[src/rtl/mem_access_stage_pkg.sv]
// Shared widths, size-mask encodings and FSM states for the MEM stage.
package mem_access_stage_pkg;

  localparam int unsigned DATA_BUS          = 32;
  localparam int unsigned ADDR_BUS          = 32;
  localparam int unsigned MEM_SEL_BUS_WIDTH = 4;

  localparam logic [MEM_SEL_BUS_WIDTH-1:0] MEM_SEL_BYTE = 4'b0001;
  localparam logic [MEM_SEL_BUS_WIDTH-1:0] MEM_SEL_HALF = 4'b0011;
  localparam logic [MEM_SEL_BUS_WIDTH-1:0] MEM_SEL_WORD = 4'b1111;

  typedef enum logic [1:0] {
    IDLE      = 2'd0,
    REQ       = 2'd1,
    WAIT_DATA = 2'd2,
    DONE      = 2'd3
  } mem_state_e;

endpackage

[src/rtl/mem_access_stage_load_align.sv]
// Load lane select plus sign/zero extension; purely combinational.
module mem_load_align
  import mem_access_stage_pkg::*;
(
  input  logic [DATA_BUS-1:0]          rdata,
  input  logic [1:0]                   off,
  input  logic [MEM_SEL_BUS_WIDTH-1:0] sel,
  input  logic                         sign_ext,
  output logic [DATA_BUS-1:0]          data
);

  logic [7:0]  byte_lane;
  logic [15:0] half_lane;

  // Pick the addressed lane and extend it to the full register width.
  always_comb begin
    byte_lane = rdata[{off, 3'b000} +: 8];
    half_lane = off[1] ? rdata[31:16] : rdata[15:0];
    case (sel)
      MEM_SEL_BYTE: data = {{(DATA_BUS - 8){sign_ext & byte_lane[7]}}, byte_lane};
      MEM_SEL_HALF: data = {{(DATA_BUS - 16){sign_ext & half_lane[15]}}, half_lane};
      default:      data = rdata;
    endcase
  end

endmodule

[src/rtl/mem_access_stage.sv]
// MEM pipeline stage: turns load/store controls into a handshaked bus
// transaction, aligns load data, replicates store data, and stalls the
// pipeline until the access completes.
module mem_access_stage
  import mem_access_stage_pkg::*;
#(
  parameter int unsigned ADDR_W = ADDR_BUS,
  parameter int unsigned DATA_W = DATA_BUS
) (
  input  logic              clk,
  input  logic              rst,
  input  logic              stall_next_stage,
  input  logic              mem_read_flag,
  input  logic              mem_write_flag,
  input  logic              mem_sign_ext_flag,
  input  logic [3:0]        mem_sel,
  input  logic [DATA_W-1:0] mem_write_data,
  input  logic [DATA_W-1:0] result_in,
  output logic              data_req,
  output logic              data_wr,
  output logic [3:0]        data_wstrb,
  output logic [ADDR_W-1:0] data_addr,
  output logic [DATA_W-1:0] data_wdata,
  input  logic              data_addr_ok,
  input  logic              data_data_ok,
  input  logic [DATA_W-1:0] data_rdata,
  output logic [DATA_W-1:0] result_out,
  output logic              adel,
  output logic              ades,
  output logic              stall_request
);

  mem_state_e        state;
  mem_state_e        state_next;
  logic [1:0]        off;
  logic              access;
  logic              misaligned;
  logic              aligned;
  logic              buf_load;
  logic [DATA_W-1:0] load_buf;
  logic [DATA_W-1:0] load_ext;

  assign off = result_in[1:0];

  // Access decode and address-error detection.
  always_comb begin
    access     = mem_read_flag | mem_write_flag;
    misaligned = ((mem_sel == MEM_SEL_HALF) & off[0]) |
                 ((mem_sel == MEM_SEL_WORD) & (off != 2'b00));
    aligned    = access & ~misaligned;
    adel       = mem_read_flag & misaligned;
    ades       = mem_write_flag & misaligned;
  end

  // Bus address and write payload; the EX/MEM register holds these stable while stalled.
  always_comb begin
    data_wr    = mem_write_flag;
    data_addr  = {result_in[ADDR_W-1:2], 2'b00};
    data_wstrb = mem_write_flag ? 4'(mem_sel << off) : 4'b0000;
    case (mem_sel)
      MEM_SEL_BYTE: data_wdata = {4{mem_write_data[7:0]}};
      MEM_SEL_HALF: data_wdata = {2{mem_write_data[15:0]}};
      default:      data_wdata = mem_write_data;
    endcase
  end

  // FSM state register.
  always_ff @(posedge clk or posedge rst) begin
    if (rst) state <= IDLE;
    else     state <= state_next;
  end

  // FSM next-state and request; reset suppresses a fresh request from IDLE.
  always_comb begin
    state_next = state;
    data_req   = 1'b0;
    buf_load   = 1'b0;
    case (state)
      IDLE: begin
        if (aligned && !rst) begin
          data_req   = 1'b1;
          state_next = data_addr_ok ? WAIT_DATA : REQ;
        end
      end
      REQ: begin
        data_req = 1'b1;
        if (data_addr_ok) state_next = WAIT_DATA;
      end
      WAIT_DATA: begin
        if (data_data_ok) begin
          buf_load   = mem_read_flag;
          state_next = DONE;
        end
      end
      DONE: begin
        if (!stall_next_stage) state_next = IDLE;
      end
      default: state_next = IDLE;
    endcase
  end

  // Load buffer captures returned read data.
  always_ff @(posedge clk or posedge rst) begin
    if (rst)           load_buf <= '0;
    else if (buf_load) load_buf <= data_rdata;
  end

  mem_load_align u_load_align (
    .rdata    (load_buf),
    .off      (off),
    .sel      (mem_sel),
    .sign_ext (mem_sign_ext_flag),
    .data     (load_ext)
  );

  // Stall and result selection towards the MEM/WB register.
  always_comb begin
    stall_request = aligned & (state != DONE);
    result_out    = (state == DONE && mem_read_flag && aligned) ? load_ext : result_in;
  end

endmodule

[config.mk]
export PLATFORM = sky130hd
export DESIGN_NAME = mem_access_stage
export DESIGN_NICKNAME = d
export VERILOG_FILES = /design/src/rtl/mem_access_stage_pkg.sv /design/src/rtl/mem_access_stage_load_align.sv /design/src/rtl/mem_access_stage.sv
export SDC_FILE = /design/constraint.sdc
export NUM_CORES = 1
export LEC_CHECK = 0
export CORE_ASPECT_RATIO = 0.9
export CORE_UTILIZATION = 38
export DETAILED_ROUTE_END_ITERATION = 7
export PLACE_DENSITY = 0.83
export SETUP_SLACK_MARGIN = 0.5
export SLEW_MARGIN = 40
export SYNTH_ARGS = -nofsm -noshare
export SYNTH_HDL_FRONTEND = slang
export SYNTH_SLANG_ARGS = --single-unit
export TNS_END_PERCENT = 20
[constraint.sdc]
create_clock -name clk -period 2.3 [get_ports clk]
set_input_delay 0.345 -clock clk [delete_from_list [all_inputs] [get_ports clk]]
set_output_delay 0.345 -clock clk [all_outputs]
set_load 0.02 [all_outputs]
==> results.py <==
metrics = {
    "status": {
        "outcome": "finished, violations left",
        "violations": "negative setup slack",
    },
    "clocking": {
        "h-tree-depth": 2,
        "cts_tree": "done",
        "cts_buffer_depth": 2,
        "clock_sinks": 34,
        "insertion_delay_ns": 0.29,
        "cts_root_buf": "clkbuf_8",
        "numCtsBuffers": 5,
        "clkTransAtPathRegs_ns": 0.08,
    },
    "drt": {
        "first_iter_violations": 250,
        "wire_per_inst_um": 18.8,
        "drtPass1Iterations": 4,
        "drcViolationCount": 0,
        "ant_nets": 0,
        "vias": 4022,
        "viasPerCell": 5.45,
        "finalWirelength_um": 13900,
    },
    "global_route": {
        "grt_pass1_vias": 4049,
        "grt_pass1_wl_um": 20300,
        "antenna_found_initial": 0,
        "overflow": 0,
        "grt_start_max_net_pins": 35,
        "grt_use_total_pct": 28.6,
    },
    "timing": {
        "finalHoldViolCount": 0,
        "period_needed_ns": 2.45,
        "grt_setup_unrepaired": "yes",
        "setup_viol": 28,
        "skew_ns": 0.0103,
        "slew_violations": 0,
        "hold_slack_ns": 0.542,
        "fin_crit_sh_pct": 107,
        "fin_ws_ns": -0.152,
        "fmax_mhz": 408,
    },
    "synthesis": {
        "ys_ff_latch": 34,
        "ys.flop_type": "dfrtp_1",
        "synth_async_sr_flop_share_pct": 100,
        "yosysSeqAreaShare_pct": 25.5,
        "synth-edff-count": 0,
        "syn_inst": 387,
        "synth.distinct_cells": 48,
        "syn_avg_cell_area_um2": 8.64,
        "ys_warn_count": 0,
        "syn-cell-area_mm2": 0.00334,
    },
    "placement": {
        "gp_congestion": 0.834,
        "dpl.hpwl_um": 9640,
        "dp.cells": 700,
        "io_buffers": 210,
        "place_ws_ns": -0.741,
    },
    "floorplan": {
        "rows": 32,
        "start_util_pct": 39.0,
        "die_h_um": 91.0,
        "num_io_pins": 213,
        "core_mm2": 0.00857,
        "die_area_mm2": 0.00917,
        "die_w_um": 101,
    },
    "critical_path": {
        "crit_chain": "buf_6 -> buf_6 -> o211a_1 -> o211a_1 -> buf_6 -> a311oi_4 -> buf_4 -> buf_12 -> buf_6 -> buf_6 -> a2bb2oi_2 -> buf_6",
        "critPathLaunchType": "primary input",
        "worstSetupEndpointType": "primary output",
        "crit_slowest_cell": "o211a_1",
        "critPathKind": "primary input to primary output",
        "critPathMaxStageDelay_ns": 0.26,
        "critPathMaxFanout": 7,
        "cp.arrival_ns": 2.11,
        "cp.required_ns": 1.96,
        "cpMostUsedCell": "buf_6",
    },
    "pwr": {
        "irDropWorstVdd_v": 0.000508,
        "power_mw": 5.13,
        "p_sw_mw": 2.07,
        "p_per_area_mw_per_mm2": 791,
        "clkPwrFrac_pct": 13.1,
        "power.share.combinational_pct": 62.6,
        "p_leak_nw": 3.04,
        "swShare_pct": 40.4,
        "p_int_mw": 3.05,
        "pwr-share-seq_pct": 24.3,
    },
    "final_layout": {
        "area_delta_synth_final_pct": 94.0,
        "n_fill_cell": 572,
        "fin_nets": 730,
        "seqCellArea_um2": 851,
        "final_cell_mix": "clkdlybuf4s50_1, buf_6, nand2_1, buf_4, mux2_2",
        "layout_commonest_cell": "clkdlybuf4s50_1",
        "instances_no_fill": 738,
        "finish.utilization_pct": 75.7,
        "drive_above_1_share_pct": 42.3,
        "multi_input_comb_area_mm2": 0.00241,
        "diodes": 0,
    },
    "min_path": {
        "hp-class": "flop to flop",
    },
    "flow_run": {
        "maxCapViolations": 0,
    },
}
## timing repair
item / CTS / global route
endpoints found under the hold margin: 0 / 0
buffers inserted: 20 / 7
pin swaps: 13 / 23
endpoints found under the setup margin: 87 / 69
gates cloned: 3 / 0
hold buffers: 0 / 0
gates resized for setup: 427 / 109
## critical path: cells and delay by family
family / cells / cell delay [ns]
AO/OA/AOI/OAI: 4 / 0.80
buffers and inverters: 8 / 0.95
## area by class of cell
cell class | count | share of cell area [%]
Multi-Input combinational cell | 276 | 37.1
Sequential cell | 34 | 13.1
Inverter | 8 | 0.463
Clock buffer | 5 | 1.06
Tap cell | 119 | 2.30
Timing Repair Buffer | 293 | 44.9
Clock inverter | 3 | 1.06
## cell usage after synthesis (all sizes together), types with 2 or more instances
master,instances,share of area [%]
a211o,5,1.3
a21oi,27,4.0
a22o,3,0.79
a22oi,8,1.8
a2bb2oi,16,4.2
a31oi,5,0.94
a32oi,6,1.6
and2,4,0.75
and2b,4,0.90
and3,5,0.94
and3b,2,0.52
buf,61,13
clkbuf,9,1.0
dfrtp,34,25
ha,4,1.5
inv,8,0.90
mux2,44,15
mux2i,20,6.4
nand2,59,6.6
nand2b,3,0.56
nor2,8,1.0
nor2b,3,0.56
nor3,3,0.45
nor3b,2,0.60
nor4,2,0.37
o211a,3,0.90
o211ai,3,0.67
o21ai,19,2.8
o22ai,2,0.37
o311a,2,0.60
o311ai,2,0.52
## cell families after synthesis
| family | synth area share (%) |
|---|---|
| other | 0.112 |
| AO/OA/AOI/OAI | 22.2 |
| multiplexers | 21.9 |
| flip-flops | 25.5 |
| AND/OR/NAND/NOR | 14.4 |
| adder cells (fa/ha/maj) | 1.50 |
| buffers and inverters | 14.5 |
## routing by layer
| layer | global-route usage, % | wire length (um) |
|---|---|---|
| met2 | 53.0 | 7240 |
| met1 | 31.7 | 5290 |
| met4 | 12.3 | 453 |
| met3 | 4.77 | 890 |
| met5 | 0 | 0 |
## power by group through the flow
stage / Sequential [mW] / Clock, mW / Combinational (mW)
after floorplan: 1.10 / 0 / 1.55
after global placement: 1.19 / 0 / 2.55
after detailed placement: 1.21 / 0 / 2.62
after CTS: 1.20 / 0.683 / 2.83
after global routing: 1.28 / 0.707 / 3.40
final: 1.25 / 0.673 / 3.21
## final timing paths
path                       depth (start not counted)          from  slack (ns)             end
setup reg to reg                                   6      state[0]        0.33        state[1]
min in group asynchronous                          3           rst        0.66        state[0]
max in group asynchronous                          3           rst        1.32    load_buf[21]
hold reg to reg                                    1   load_buf[3]        0.54     load_buf[3]
setup / recovery                                  12  result_in[1]       -0.15  result_out[17]
hold / removal                                     1   load_buf[3]        0.54     load_buf[3]
## registers in the layout (all words and copies together), names as in the netlist
register / count
state: 2
load_buf: 32
## metrics by stage
stage	area [um2]	TNS, ns
2_1_floorplan	3380	0
3_3_place_gp	5630	-33.64
3_5_place_dp	5630	-36.45
4_1_cts	6090	-1.54
5_1_grt	6480	-3.06
6_report	6480	-2.41
Note: power is estimated with default switching activity, not from simulation.
==> patch 1, RTL diff (same flow settings) <==
Re-encode `mem_state_e` (4 states) as one-hot, 4 bits wide.
--- a/src/rtl/mem_access_stage_pkg.sv
+++ b/src/rtl/mem_access_stage_pkg.sv
@@ -9,11 +9,11 @@
   localparam logic [MEM_SEL_BUS_WIDTH-1:0] MEM_SEL_HALF = 4'b0011;
   localparam logic [MEM_SEL_BUS_WIDTH-1:0] MEM_SEL_WORD = 4'b1111;
 
-  typedef enum logic [1:0] {
-    IDLE      = 2'd0,
-    REQ       = 2'd1,
-    WAIT_DATA = 2'd2,
-    DONE      = 2'd3
+  typedef enum logic [3:0] {
+    IDLE      = 4'b0001,
+    REQ       = 4'b0010,
+    WAIT_DATA = 4'b0100,
+    DONE      = 4'b1000
   } mem_state_e;
 
 endpackage
Function: no difference found for any inputs over 4 cycles, from zero or initial values and one cycle with rst high; so few cycles prove little.
==> patch 1 against the original RTL <==
- the flow still finishes with violations (negative setup slack)
- setup slack better by 21 ps
- routed wire length up 9.3%
- cell count decreased by 2.3%
- largest power group unchanged
- area after synthesis rose by 3.2%
- sequential cell count grew 2
- highest routed layer unchanged
- non-clock buffer count rose by 3
- power down 30%
- final area rose by 5.9%
==> patch 1: results (changes against the original RTL) <==
metric	value	unit	change
clock skew	4.61	ps	-5.71 ps
final worst slack	-131	ps	+20.9 ps
DRT iter0 DRCs	243		-2.8%
ranking of synthesized cells by area	dfrtp_1, mux2_2, buf_4		
gpl congestion	0.903		+8.3%
arrival time worst endpoint	2090	ps	-20 ps
met1 Track Usage GR	35.6	%	+3.9 points
XOR/XNOR Fraction of Synth Area	0.254	%	+0.25 points
violations in the final reports	negative setup slack		
TritonRoute pass-1 iters	5		+1
GR met3 Demand/Resource	7.17	%	+2.4 points
Max VDD drop	0.366	mV	-28%
dpl ws	-785	ps	-43.3 ps
Commonest cells post-synth	nand2_1, mux2_2, buf_4		
post-synthesis mux area share	28.9	%	+7.0 points
delay-heaviest family, CP	multiplexers		
met3 routed WL	1.29	mm	+45%
via count	3988		-0.85%
Worst Setup SP	load_buf[23]		
routed wire length	15.2	mm	+9.3%
final net count	709		-2.9%
Max-Cap Viols	0		unchanged
Synth Area in Compound Gates	16.8	%	-5.4 points
global-route wire length before repair	22.2	mm	+9.4%
Slowest-stage cell, CP	mux4_2		
worst r2r src	state[1]		
Post-DP HPWL	10.2	mm	+5.3%
total setup buffers inserted after CTS	13		-35%
vias in the first global route	4180		+3.2%
antenna cell count	0		unchanged
Worst-path clk slew	70	ps	
Final Hold Slack	510	ps	-32.2 ps
IO Port Bufs	210		unchanged
worst reg-to-reg setup slack	650	ps	+320 ps
Seq/Total Area, Yosys	26.2	%	+0.69 points
Netlist cell types	50		+4.2%
met1 WL	5.62	mm	+6.1%
fill count	522		-8.7%
Total GRT Usage	31.2	%	+2.7 points
post_cts resized	494		+16%
setup TNS	-1270	ps	+1140 ps
Post-CTS Hold Fix Bufs	0		unchanged
status	finished, violations left		
R2R Path End	load_buf[29]		
Worst Setup EP	result_out[13]		
R2R depth	5		-1
crit path max fanout	6		-1
largest registers	load_buf x32, state x4		
# setup viols final	20		-29%
adder and majority cell fraction of the synthesized area	0	%	-1.5 points
Largest stage delay, worst path	510	ps	+250 ps
largest net degree at the start of global routing	37		+5.7%
GR Layer Usage met2	56.8	%	+3.8 points
DR WL met2	7.86	mm	+8.6%
share of cells above drive strength 1	51.0	%	+8.7 points
-- patch 1: stage by stage --
step | std cells | cell area [µm²] | util, %
6_report | 721 | 6860 | 79.0
5_1_grt | 721 | 6860 | 79.0
4_1_cts | 720 | 6610 | 76.1
3_5_place_dp | 694 | 5990 | 69.0
3_3_place_gp | 694 | 5990 | 69.0
2_1_floorplan | 367 | 3680 | -
-- patch 1: power breakdown --
group	internal (mW)	switching (mW)
Sequential	0.862	0.240
Combinational	1.12	0.885
Clock	0.244	0.246
Total	2.23	1.37
-- patch 1: area by class of cell --
cell class / instances / area share, %
Timing Repair Buffer: 296 / 44.7
Multi-Input combinational cell: 256 / 38.3
Sequential cell: 36 / 13.1
Tap cell: 119 / 2.17
Clock buffer: 7 / 1.26
Inverter: 6 / 0.328
Clock inverter: 1 / 0.109
-- patch 1: worst reg2reg max path, stage by stage, from the launching register on --
cell	delay [ps]
dfrtp_1	420
buf_4	180
nor4b_2	300
nand3_2	140
buf_12	190
mux2_2	310
==> patch 2, RTL diff (config.mk and constraints unchanged) <==
Made on the original files. The package constant `ADDR_BUS` goes from 32 to 16.
--- a/src/rtl/mem_access_stage_pkg.sv
+++ b/src/rtl/mem_access_stage_pkg.sv
@@ -2,7 +2,7 @@
 package mem_access_stage_pkg;
 
   localparam int unsigned DATA_BUS          = 32;
-  localparam int unsigned ADDR_BUS          = 32;
+  localparam int unsigned ADDR_BUS          = 16;
   localparam int unsigned MEM_SEL_BUS_WIDTH = 4;
 
   localparam logic [MEM_SEL_BUS_WIDTH-1:0] MEM_SEL_BYTE = 4'b0001;
Ports: changed (resized data_addr); port bits go from 213 to 197. No check against the original RTL was run, so the function may have changed too.
==> patch 2 against the original RTL <==
- the run still ends with negative setup slack left
- routed wire length grew 7.2%
- critical path depth shrank 5
- sequential cell count is the same
- highest routed layer unchanged
- global-route usage shrank 1.9 points
- final area grew 0.52%
- power grew 5.0%
- sequential share of layout area is essentially flat
- area after synthesis shrank 3.6%
- largest cell class unchanged
- setup slack gained 95 ps
==> patch 2: results (changes against the original RTL) <==
metric	value	unit	change
status	finished, violations left		
violations in the final reports	negative setup slack		
Post-DP HPWL	9.10	mm	-5.6%
dpl ws	-740	ps	+1.47 ps
Worst-Skew Late Latency	300	ps	
WL/cell	21.4	µm	+14%
DRT iter0 DRCs	329		+32%
# setup viols final	8		-71%
setup TNS	-319	ps	+2090 ps
Final Hold Slack	556	ps	+13.8 ps
largest net degree at the start of global routing	35		unchanged
share of cells above drive strength 1	46.7	%	+4.4 points
crit path max fanout	8		+1
TritonRoute pass-1 iters	5		+1
Total GRT Usage	26.7	%	-1.9 points
arrival time worst endpoint	2010	ps	-100 ps
antenna cell count	0		unchanged
worst r2r src	state[1]		
WHS Endpoint	load_buf[0]		
ranking of synthesized cells by area	dfrtp_1, mux2_2, nand2_1		
Commonest cells post-synth	nand2_1, mux2_2, dfrtp_1		
Seq/Total Area, Yosys	26.4	%	+0.95 points
Max VDD drop	0.644	mV	+27%
Worst Setup SP	load_buf[7]		
CTS root buffer	clkbuf_8		
R2R Path End	state[0]		
placed insts	660		-5.7%
Post-synth ARST share	100	%	unchanged
gpl congestion	0.865		+3.7%
Hold Path Origin	load_buf[0]		
final worst slack	-57.3	ps	+95.0 ps
Static Leak	2.93	nW	-3.6%
final net count	708		-3.0%
syn_area_per_cell	8.68	µm²	+0.56%
IO Port Bufs	194		-7.6%
routed wire length	14.9	mm	+7.2%
worst reg-to-reg setup slack	390	ps	+60 ps
R2R depth	7		+1
global-route wire length before repair	18.7	mm	-8.2%
clock skew	10.6	ps	+0.236 ps
vias in the first global route	3808		-6.0%
==> patch 2: changes by cell type after synthesis <==
cell   delta
buf_4    -16
==> patch 2: area by class of cell <==
type                    instances  area (µm²)
repair buffers                271        2820
multi-input cells             276        2540
fillers                       492        1630
flip-flops and latches         34         852
well taps                      99         124
clock buffers                   6        82.6
clock inverters                 2        60.1
inverters                       8        35.0
==> patch 2: stage by stage <==
step	util [%]	instance area [µm²]	total power [mW]
floorplan	-	3260	2.60
global placement	66.8	5440	3.69
detailed placement	66.8	5440	3.78
CTS	71.1	5790	4.54
global route	80.0	6520	5.60
finish	80.0	6520	5.38
==> patch 2: kinds of logic (layout without fill, tap and decap cells) <==
logic type               after synthesis  after routing  share of synthesized area [%]
multiplexers                          65             65                           22.7
flip-flops                            34             34                           26.4
buffers and inverters                 62            287                           11.3
AND/OR/NAND/NOR                      100            100                           14.9
adder cells (fa/ha/maj)                4              4                           1.55
other                                  1              2                          0.116
AO/OA/AOI/OAI                        105            105                           23.0
==> patch 2: worst max-delay path by stage <==
| stage | end | slack (ps) | cells after the start |
|---|---|---|---|
| after global placement | result_out[20] | -700 | 8 |
| after detailed placement | result_out[9] | -740 | 7 |
| after floorplan | result_out[16] | 260 | 6 |
| final | result_out[16] | -60 | 7 |
| after global routing | result_out[16] | -70 | 7 |
| after CTS | result_out[16] | 60 | 7 |
==> patch 2: layer usage <==
layer / share of wire, % / wire length [µm] / GRT usage [%]
met1: 39 / 5730 / 31.8
met4: 3.1 / 466 / 9.89
met2: 53 / 7810 / 48.6
met3: 5.8 / 865 / 5.16
met5: 0 / 0 / 0
==> patch 2: power by group through the flow <==
stage | clock network [mW] | logic, mW | registers, mW
floorplan | 0 | 1.50 | 1.10
global placement | 0 | 2.50 | 1.19
detailed placement | 0 | 2.57 | 1.21
CTS | 0.695 | 2.63 | 1.22
global route | 0.725 | 3.55 | 1.33
finish | 0.696 | 3.37 | 1.31
==> patch 2: critical path, stage by stage (launching register included) <==
cell and delay (ps):
dfrtp_2 450, mux2i_4 220, mux2i_4 110, a311oi_4 380, buf_4 210, buf_16 130
a2bb2oi_2 60, buf_4 150
==> patch 2: what timing repair did <==
action                                  4_1_cts  5_1_grt
resized for setup                           249      292
setup buffers                                 9       14
hold buffers                                  0        0
pin swaps                                     9       59
cloned                                        4        1
endpoints found under the setup margin       77       88
